## config.mk

```make
export PLATFORM = sky130hd
export DESIGN_NAME = fetch_sequencer_flat
export DESIGN_NICKNAME = d
export VERILOG_FILES = /design/src/rtl/fetch_sequencer_if.sv /design/src/rtl/fetch_sequencer.sv /design/src/flat_wrapper.sv
export SDC_FILE = /design/constraint.sdc
export NUM_CORES = 1
export LEC_CHECK = 0
export BUFFER_PORTS_ARGS = -buffer_cell sky130_fd_sc_hd__buf_2
export CAP_MARGIN = 20
export CELL_PAD_IN_SITES_DETAIL_PLACEMENT = 0
export CELL_PAD_IN_SITES_GLOBAL_PLACEMENT = 1
export CORE_UTILIZATION = 45
export CTS_CLUSTER_DIAMETER = 40
export DETAILED_ROUTE_END_ITERATION = 8
export PLACE_DENSITY = 0.82
export SLEW_MARGIN = 10
export SYNTH_ARGS = -nofsm -noshare
export SYNTH_HDL_FRONTEND = slang
export SYNTH_SLANG_ARGS = --single-unit
```

## constraint.sdc

```tcl
create_clock -name clk -period 6.35 [get_ports clk]
set_clock_uncertainty 0.05 [all_clocks]
set_input_delay 1.905 -clock clk [delete_from_list [all_inputs] [get_ports clk]]
set_output_delay 1.905 -clock clk [all_outputs]
set_load 0.02 [all_outputs]
```

## src/rtl/fetch_sequencer_if.sv

```systemverilog
// Fetch-stage bus: start/redirect control, ROM read port and decode handshake.
// master = fetch_sequencer, slave = environment (ROM, decode, branch unit).
interface fetch_sequencer_if #(
    parameter int unsigned ADDR_W  = 8,
    parameter int unsigned INSTR_W = 24
);
    logic               start;
    logic [ADDR_W-1:0]  rom_addr;
    logic               rom_rd_en;
    logic [INSTR_W-1:0] rom_data;
    logic [INSTR_W-1:0] instr;
    logic [ADDR_W-1:0]  instr_pc;
    logic               instr_valid;
    logic               instr_ready;
    logic               redirect;
    logic [ADDR_W-1:0]  redirect_addr;
    logic               halted;

    modport master (
        input  start, rom_data, instr_ready, redirect, redirect_addr,
        output rom_addr, rom_rd_en, instr, instr_pc, instr_valid, halted
    );

    modport slave (
        output start, rom_data, instr_ready, redirect, redirect_addr,
        input  rom_addr, rom_rd_en, instr, instr_pc, instr_valid, halted
    );
endinterface

```

## src/rtl/fetch_sequencer.sv

```systemverilog
// Fetch-stage controller: owns the PC, issues synchronous ROM reads, buffers
// returned instructions (output reg + skid) and presents them to decode over
// valid/ready. Handles redirects and stops on a HALT opcode.
// Optional build macro FETCH_PERF_EN adds perf_cycles/perf_stalls counters.
module fetch_sequencer #(
    parameter int unsigned       ADDR_W       = 8,
    parameter int unsigned       INSTR_W      = 24,
    parameter logic [ADDR_W-1:0] RESET_VECTOR = '0,
    parameter logic [3:0]        HALT_OPCODE  = 4'hF
) (
    input  logic              clk,
    input  logic              reset,
    fetch_sequencer_if.master bus
`ifdef FETCH_PERF_EN
    ,
    output logic [15:0]       perf_cycles,
    output logic [15:0]       perf_stalls
`endif
);

    typedef enum logic [1:0] {ST_IDLE, ST_FETCH, ST_HALT} state_t;

    state_t             state_q, state_d;
    logic [ADDR_W-1:0]  pc_q, pc_d;
    logic               infl_q, infl_d;
    logic [ADDR_W-1:0]  infl_pc_q, infl_pc_d;
    logic               out_v_q, out_v_d;
    logic [INSTR_W-1:0] out_instr_q, out_instr_d;
    logic [ADDR_W-1:0]  out_pc_q, out_pc_d;
    logic               skid_v_q, skid_v_d;
    logic [INSTR_W-1:0] skid_instr_q, skid_instr_d;
    logic [ADDR_W-1:0]  skid_pc_q, skid_pc_d;

    // Program-ordered view of stored entries plus the returning ROM word.
    logic               head_v, next_v;
    logic [INSTR_W-1:0] head_instr, next_instr;
    logic [ADDR_W-1:0]  head_pc, next_pc;
    logic               pop, rd_en, halt_pop, flush;
    logic [1:0]         occ, fill;

    // The returning ROM word is presented directly when nothing older is
    // stored, so a read issued in cycle N is visible to decode in N+1.
    always_comb begin
        head_v     = infl_q;
        head_instr = bus.rom_data;
        head_pc    = infl_pc_q;
        next_v     = 1'b0;
        next_instr = bus.rom_data;
        next_pc    = infl_pc_q;
        if (out_v_q) begin
            head_v     = 1'b1;
            head_instr = out_instr_q;
            head_pc    = out_pc_q;
            next_v     = skid_v_q | infl_q;
            if (skid_v_q) begin
                next_instr = skid_instr_q;
                next_pc    = skid_pc_q;
            end
        end
    end

    assign bus.instr_valid = head_v;
    assign bus.instr       = head_v ? head_instr : '0;
    assign bus.instr_pc    = head_v ? head_pc : '0;
    assign bus.rom_addr    = pc_q;
    assign bus.rom_rd_en   = rd_en;
    assign bus.halted      = (state_q == ST_HALT);

    // Next-state, PC, read issue and buffer compaction.
    always_comb begin
        pop      = head_v & bus.instr_ready;
        halt_pop = pop & (head_instr[INSTR_W-1 -: 4] == HALT_OPCODE);
        occ      = 2'(out_v_q) + 2'(skid_v_q);
        fill     = occ + 2'(infl_q) - 2'(pop);
        rd_en    = (state_q == ST_FETCH) & ~bus.redirect & (fill < 2'd2);

        state_d      = state_q;
        pc_d         = pc_q;
        infl_d       = rd_en;
        infl_pc_d    = pc_q;
        flush        = 1'b0;
        skid_instr_d = skid_instr_q;
        skid_pc_d    = skid_pc_q;

        if (pop) begin
            out_v_d     = next_v;
            out_instr_d = next_instr;
            out_pc_d    = next_pc;
            skid_v_d    = 1'b0;
        end else begin
            out_v_d      = head_v;
            out_instr_d  = head_instr;
            out_pc_d     = head_pc;
            skid_v_d     = next_v;
            skid_instr_d = next_instr;
            skid_pc_d    = next_pc;
        end

        if (rd_en) begin
            pc_d = pc_q + ADDR_W'(1);
        end

        case (state_q)
            ST_IDLE: begin
                if (bus.redirect) pc_d = bus.redirect_addr;
                if (bus.start)    state_d = ST_FETCH;
            end
            ST_FETCH: begin
                if (bus.redirect) begin
                    pc_d  = bus.redirect_addr;
                    flush = 1'b1;
                end else if (halt_pop) begin
                    state_d = ST_HALT;
                    flush   = 1'b1;
                end
            end
            ST_HALT: begin
                if (bus.redirect) begin
                    state_d = ST_FETCH;
                    pc_d    = bus.redirect_addr;
                    flush   = 1'b1;
                end
            end
            default: state_d = ST_IDLE;
        endcase

        if (flush) begin
            out_v_d  = 1'b0;
            skid_v_d = 1'b0;
            infl_d   = 1'b0;
        end
    end

    // State, PC and buffer registers.
    always_ff @(posedge clk or posedge reset) begin
        if (reset) begin
            state_q      <= ST_IDLE;
            pc_q         <= RESET_VECTOR;
            infl_q       <= 1'b0;
            infl_pc_q    <= '0;
            out_v_q      <= 1'b0;
            out_instr_q  <= '0;
            out_pc_q     <= '0;
            skid_v_q     <= 1'b0;
            skid_instr_q <= '0;
            skid_pc_q    <= '0;
        end else begin
            state_q      <= state_d;
            pc_q         <= pc_d;
            infl_q       <= infl_d;
            infl_pc_q    <= infl_pc_d;
            out_v_q      <= out_v_d;
            out_instr_q  <= out_instr_d;
            out_pc_q     <= out_pc_d;
            skid_v_q     <= skid_v_d;
            skid_instr_q <= skid_instr_d;
            skid_pc_q    <= skid_pc_d;
        end
    end

`ifdef FETCH_PERF_EN
    logic [15:0] perf_cycles_q, perf_cycles_d;
    logic [15:0] perf_stalls_q, perf_stalls_d;

    // Saturating counters of FETCH cycles and decode back-pressure cycles.
    always_comb begin
        perf_cycles_d = perf_cycles_q;
        perf_stalls_d = perf_stalls_q;
        if ((state_q == ST_FETCH) && (perf_cycles_q != '1)) perf_cycles_d = perf_cycles_q + 16'd1;
        if (head_v && !bus.instr_ready && (perf_stalls_q != '1)) perf_stalls_d = perf_stalls_q + 16'd1;
    end

    // Performance counter registers.
    always_ff @(posedge clk or posedge reset) begin
        if (reset) begin
            perf_cycles_q <= '0;
            perf_stalls_q <= '0;
        end else begin
            perf_cycles_q <= perf_cycles_d;
            perf_stalls_q <= perf_stalls_d;
        end
    end

    assign perf_cycles = perf_cycles_q;
    assign perf_stalls = perf_stalls_q;
`endif

endmodule

```

## src/flat_wrapper.sv

```systemverilog
// flat-port wrapper written by rule: the top's interface ports become plain ports
module fetch_sequencer_flat 
#(
    parameter int unsigned       ADDR_W       = 8,
    parameter int unsigned       INSTR_W      = 24,
    parameter logic [ADDR_W-1:0] RESET_VECTOR = '0,
    parameter logic [3:0]        HALT_OPCODE  = 4'hF
)
  (clk, reset, bus_start, bus_rom_data, bus_instr_ready, bus_redirect, bus_redirect_addr, bus_rom_addr, bus_rom_rd_en, bus_instr, bus_instr_pc, bus_instr_valid, bus_halted);
  fetch_sequencer_if #(.ADDR_W(ADDR_W), .INSTR_W(INSTR_W)) bus_i ();
  input  logic clk;
  input  logic reset;
  input wire logic [$bits(bus_i.start)-1:0] bus_start;
  input wire logic [$bits(bus_i.rom_data)-1:0] bus_rom_data;
  input wire logic [$bits(bus_i.instr_ready)-1:0] bus_instr_ready;
  input wire logic [$bits(bus_i.redirect)-1:0] bus_redirect;
  input wire logic [$bits(bus_i.redirect_addr)-1:0] bus_redirect_addr;
  output wire logic [$bits(bus_i.rom_addr)-1:0] bus_rom_addr;
  output wire logic [$bits(bus_i.rom_rd_en)-1:0] bus_rom_rd_en;
  output wire logic [$bits(bus_i.instr)-1:0] bus_instr;
  output wire logic [$bits(bus_i.instr_pc)-1:0] bus_instr_pc;
  output wire logic [$bits(bus_i.instr_valid)-1:0] bus_instr_valid;
  output wire logic [$bits(bus_i.halted)-1:0] bus_halted;
  assign bus_i.start = bus_start;
  assign bus_i.rom_data = bus_rom_data;
  assign bus_i.instr_ready = bus_instr_ready;
  assign bus_i.redirect = bus_redirect;
  assign bus_i.redirect_addr = bus_redirect_addr;
  assign bus_rom_addr = bus_i.rom_addr;
  assign bus_rom_rd_en = bus_i.rom_rd_en;
  assign bus_instr = bus_i.instr;
  assign bus_instr_pc = bus_i.instr_pc;
  assign bus_instr_valid = bus_i.instr_valid;
  assign bus_halted = bus_i.halted;
  fetch_sequencer #(.ADDR_W(ADDR_W), .INSTR_W(INSTR_W), .RESET_VECTOR(RESET_VECTOR), .HALT_OPCODE(HALT_OPCODE)) u_core (.clk(clk), .reset(reset), .bus(bus_i));
endmodule
```

Yosys cells after proc, flatten, opt, wreduce, memory -nomap -nowiden
Cells that the tools add are included.

Output and inout bits: 43. Bits in registers: 85. Input port bits: 37. Logic and storage cells: 60.

Eq/ne operators: 7. Bitwise gates (word level): 6. Reduce and logical (&&, ||, !) cells: 3. Magnitude comparators: 1. $add $sub $neg: 4. Multiplexer cells: 29.

Operators with widths (count): $mux 24 (5); $mux 8 (8); $mux 1 (10); $add 8x1->8 const B (1); $mux 2 (4); $ne 2x2->1 const B (3); $pmux 2 s3 (1); $and 1x1->1 (4); $eq 4x4->1 const B (1); $reduce_and 4->1 (1); $reduce_or 3->1 (1); $add 1x1->2 (1); $add 2x1->2 (1); $eq 2x1->1 const B (1); $eq 2x2->1 const B (1); $logic_not 2->1 (1); $lt 2x2->1 const B (1); $ne 2x1->1 const B (1); $pmux 1 s2 (1); $sub 2x1->2 (1); $not 1->1 (1); $or 1x1->1 (1).

Longest topological paths before layout
Depth in word-level cells: 8. Mapped depth: 11. Gate-level depth less buffers: 11.

Worst setup path after synthesis
Ideal clock, no wire load.

Path kind: in2out. From: input port bus_instr_ready. To: output port bus_rom_rd_en. Arrival time: 3231 ps. Stages on the path: 7. Setup slack: 1164 ps. Buffers on the path: 0. Data required time: 4395 ps. Cells stage by stage: nand2_1 inv_2 ha_1 inv_1 ha_1 a21oi_2 mux2i_4.

Word-level cells in the longest chain between the ends: 4.

Ends and longest elaborated chain: from (decl) (line flat_wrapper.sv:15) `input wire logic [$bits(bus_i.instr_ready)-1:0] bus_instr_ready;`; $and 1x1->1 (line fetch_sequencer.sv:71) `pop = head_v & bus.instr_ready;`; named net u_core.pop (line fetch_sequencer.sv:38) `logic pop, rd_en, halt_pop, flush;`; $sub 2x1->2 (line fetch_sequencer.sv:74) `fill = occ + 2'(infl_q) - 2'(pop);`; $lt 2x2->1 (line fetch_sequencer.sv:75) `rd_en = (state_q == ST_FETCH) & ~bus.redirect & (fill < 2'd2);`; $and 1x1->1 (line fetch_sequencer.sv:75); to (decl) (line flat_wrapper.sv:19) `output wire logic [$bits(bus_i.rom_rd_en)-1:0] bus_rom_rd_en;`.

The timed path passes the listed nets, and every way through them passes these cells.

Final worst setup path
Same ends and word-level chain as after synthesis.

==> reports/metrics.yaml <==
clock_tree:
  numCtsBuffers: 9
  cts.clk_slew.worst_paths_ns: 0.08
  clock_latency_ns: 0.34
  cts.sinks: 85
  post_cts_buffers: 0
  htreeDepth: 3
  postCtsHoldBufs: 0
  cts_root_buf: "clkbuf_8"
  clockBufferDepth: 2
  post_cts_resized: 0
  tritoncts: "yes"
sta:
  fin_crit_sh: 0.879
  tightest_slew_ns: 0.735
  setup_viol: 0
  fmax_mhz: 179
  maxSlewHeadroom: 0.509
  tns_ns: 0
  holdWs_ns: 0.405
  period_minus_slack_ns: 5.58
  hold_viol: 0
  rsz0062_at_grt: "false"
  setup_slack_ns: 0.766
  drv_slew: 0
layout:
  area_delta_synth_final_pct: 19.2
  antenna_cells: 0
  fin_area_mm2: 0.00471
  nets: 520
  mostFrequentLayoutCells: "dfrtp_1, buf_2, nand2_1, nor2_1, o21ai_1"
  instances_no_fill: 586
  drive_above_1_share: 0.231
  final_common_cell: "dfrtp_1"
worst_setup_path:
  critPathLaunchType: "primary input"
  r2r_end: "u_core.bus.rom_addr[7]$_DFF_PP0_"
  worstPathArrival_ns: 3.63
  reg2reg_depth: 10
  critPathMaxFanout: 10
  reg2reg_from: "u_core.out_v_q$_DFF_PP0_"
  crit_type: "in2out"
  rrSetupSlack_ns: 3.33
  cp.required_ns: 4.39
  worstSetupEndpointType: "primary output"
routing:
  drtAntennaViolNets: 0
  remaining_drc_errors: 0
  drtPass1Iterations: 4
  drt_wl_total_um: 8620
  drtIter0Drc: 142
  vias_per_cell: 5.33
  vias: 3121
  wire_per_inst_um: 14.7
logic_synthesis:
  synth_seq_area_share: 0.539
  yosysUniqueCellTypes: 36
  synth_seq_cells: 85
  netlist_instances: 403
  ys_warn_count: 0
  synth_area_mm2: 0.00395
  syn_nets: 447
  syn_area_per_cell_um2: 9.80
floorplanning:
  pin_count: 80
  dieArea_mm2: 0.00915
  die_h_um: 95.7
  coreArea_mm2: 0.00834
  die_w_um: 95.7
  initial_core_util: 0.473
  num_rows: 33
power_and_ir_drop:
  leakagePower_nw: 2.21
  irDropWorstVdd_uv: 167
  power_density_mw_per_mm2: 394
global_route:
  grt_max_degree: 68
  grt_pass1_wl_um: 14000
  grtUsageTotal: 0.202
  antenna_found_initial: 0
  grt_overflow_total: 0
  grt_pass1_vias: 2897
place:
  io_buffers: 79
  place_ws_ns: 0.768
  placed_cells: 570
  gp_congestion: 0.736
  hpwl_um: 5450
  placed_area_mm2: 0.00443
flow_run:
  maxCapViolations: 0
hold_path:
  hold_path.startpoint: "u_core.bus.rom_addr[6]$_DFF_PP0_"
  worst_hold_path_type: "reg2reg"
  whs_path_depth: 0
  hold_path_end: "u_core.infl_pc_q[6]$_DFF_PP0_"
outcome:
  outcome: "complete, no violations"
==> registers in the layout, indices dropped and copies added, names as in the netlist <==
signal,flops
u_core.skid_pc_q,8
u_core.skid_instr_q,24
u_core.out_instr_q,24
u_core.infl_pc_q,8
u_core.out_v_q,1
u_core.infl_q,1
u_core.skid_v_q,1
u_core.state_q,2
u_core.bus.rom_addr,8
u_core.out_pc_q,8
==> critical path, stage by stage <==
cell and delay (ns):
buf_2 0.12, nand2_1 0.13, inv_2 0.04, ha_1 0.26
inv_1 0.04, ha_1 0.28, a21oi_2 0.19, mux2i_4 0.42
buf_2 0.24
==> per-stage QoR <==
step	util	power, W
4_1_cts	0.564	0.00187
6_report	0.564	0.00185
3_5_place_dp	0.532	0.00137
5_1_grt	0.564	0.00197
2_1_floorplan	-	0.00118
3_3_place_gp	0.532	0.00136
==> Yosys cell counts, drive strengths merged <==
cell type | number | area share
clkbuf | 15 | 0.014
mux2i | 3 | 0.011
a21o | 1 | 0.0022
o21bai | 1 | 0.0019
buf | 9 | 0.0098
nor3 | 1 | 0.0013
o22ai | 33 | 0.052
nand3b | 1 | 0.0019
or3b | 1 | 0.0029
a21oi | 3 | 0.0048
and3 | 4 | 0.0063
nor2 | 65 | 0.062
dfrtp | 85 | 0.54
mux2 | 34 | 0.097
ha | 7 | 0.022
nand4 | 5 | 0.0079
o21ai | 35 | 0.044
nand3 | 2 | 0.0025
o211a | 1 | 0.0025
inv | 8 | 0.0076
o21a | 1 | 0.0019
a221oi | 1 | 0.0022
or2 | 1 | 0.0016
a22o | 4 | 0.0089
nand2 | 68 | 0.065
xor2 | 4 | 0.0089
xnor2 | 3 | 0.0067
nand2b | 2 | 0.0032
and2b | 1 | 0.0019
a211o | 1 | 0.0022
nor2b | 3 | 0.0048
==> area by class of cell <==
type | instances | area [um2]
fill | 733 | 3630
sequential | 85 | 2130
multi-input combinational | 286 | 1700
timing repair buffer | 86 | 448
clock buffer | 10 | 138
clock inverter | 6 | 134
tap | 105 | 131
inverter | 8 | 31.3
==> how the worst max path moves through the flow <==
stage	startpoint	to	slack [ns]	cells past startpoint
floorplan	bus_instr_ready	bus_rom_rd_en	1.16	7
global placement	bus_instr_ready	bus_rom_rd_en	0.81	9
detailed placement	bus_instr_ready	bus_rom_rd_en	0.77	9
CTS	bus_instr_ready	bus_rom_rd_en	0.76	9
global route	bus_instr_ready	bus_rom_rd_en	0.63	9
finish	bus_instr_ready	bus_rom_rd_en	0.77	9
==> cells by family after synthesis <==
family / count (synthesis) / synth area share
and+or+nand+nor: 154 / 0.161
AOI/OAI and AO/OA: 81 / 0.123
DFF: 85 / 0.539
buffers and inverters: 32 / 0.0317
muxes: 37 / 0.108
xor gates and xnor gates: 7 / 0.0155
adders and majority gates: 7 / 0.0222
==> metal layers <==
metal / vias up / routed length, um / global-route usage
li1: 1526 / - / -
met2: 68 / 4050 / 0.328
met3: 8 / 372 / 0.0319
met1: 1519 / 4080 / 0.272
met5: - / 0 / 0
met4: 0 / 106 / 0.0784
==> where the power goes <==
group | switching, W | internal, W | total (W)
combinational | 0.000396 | 0.000228 | 0.000625
clock | 0.000186 | 0.000312 | 0.000498
sequential | 0.0000729 | 0.000658 | 0.000731
total | 0.000655 | 0.00120 | 0.00185
No activity file was read; power rests on OpenSTA's default activity.
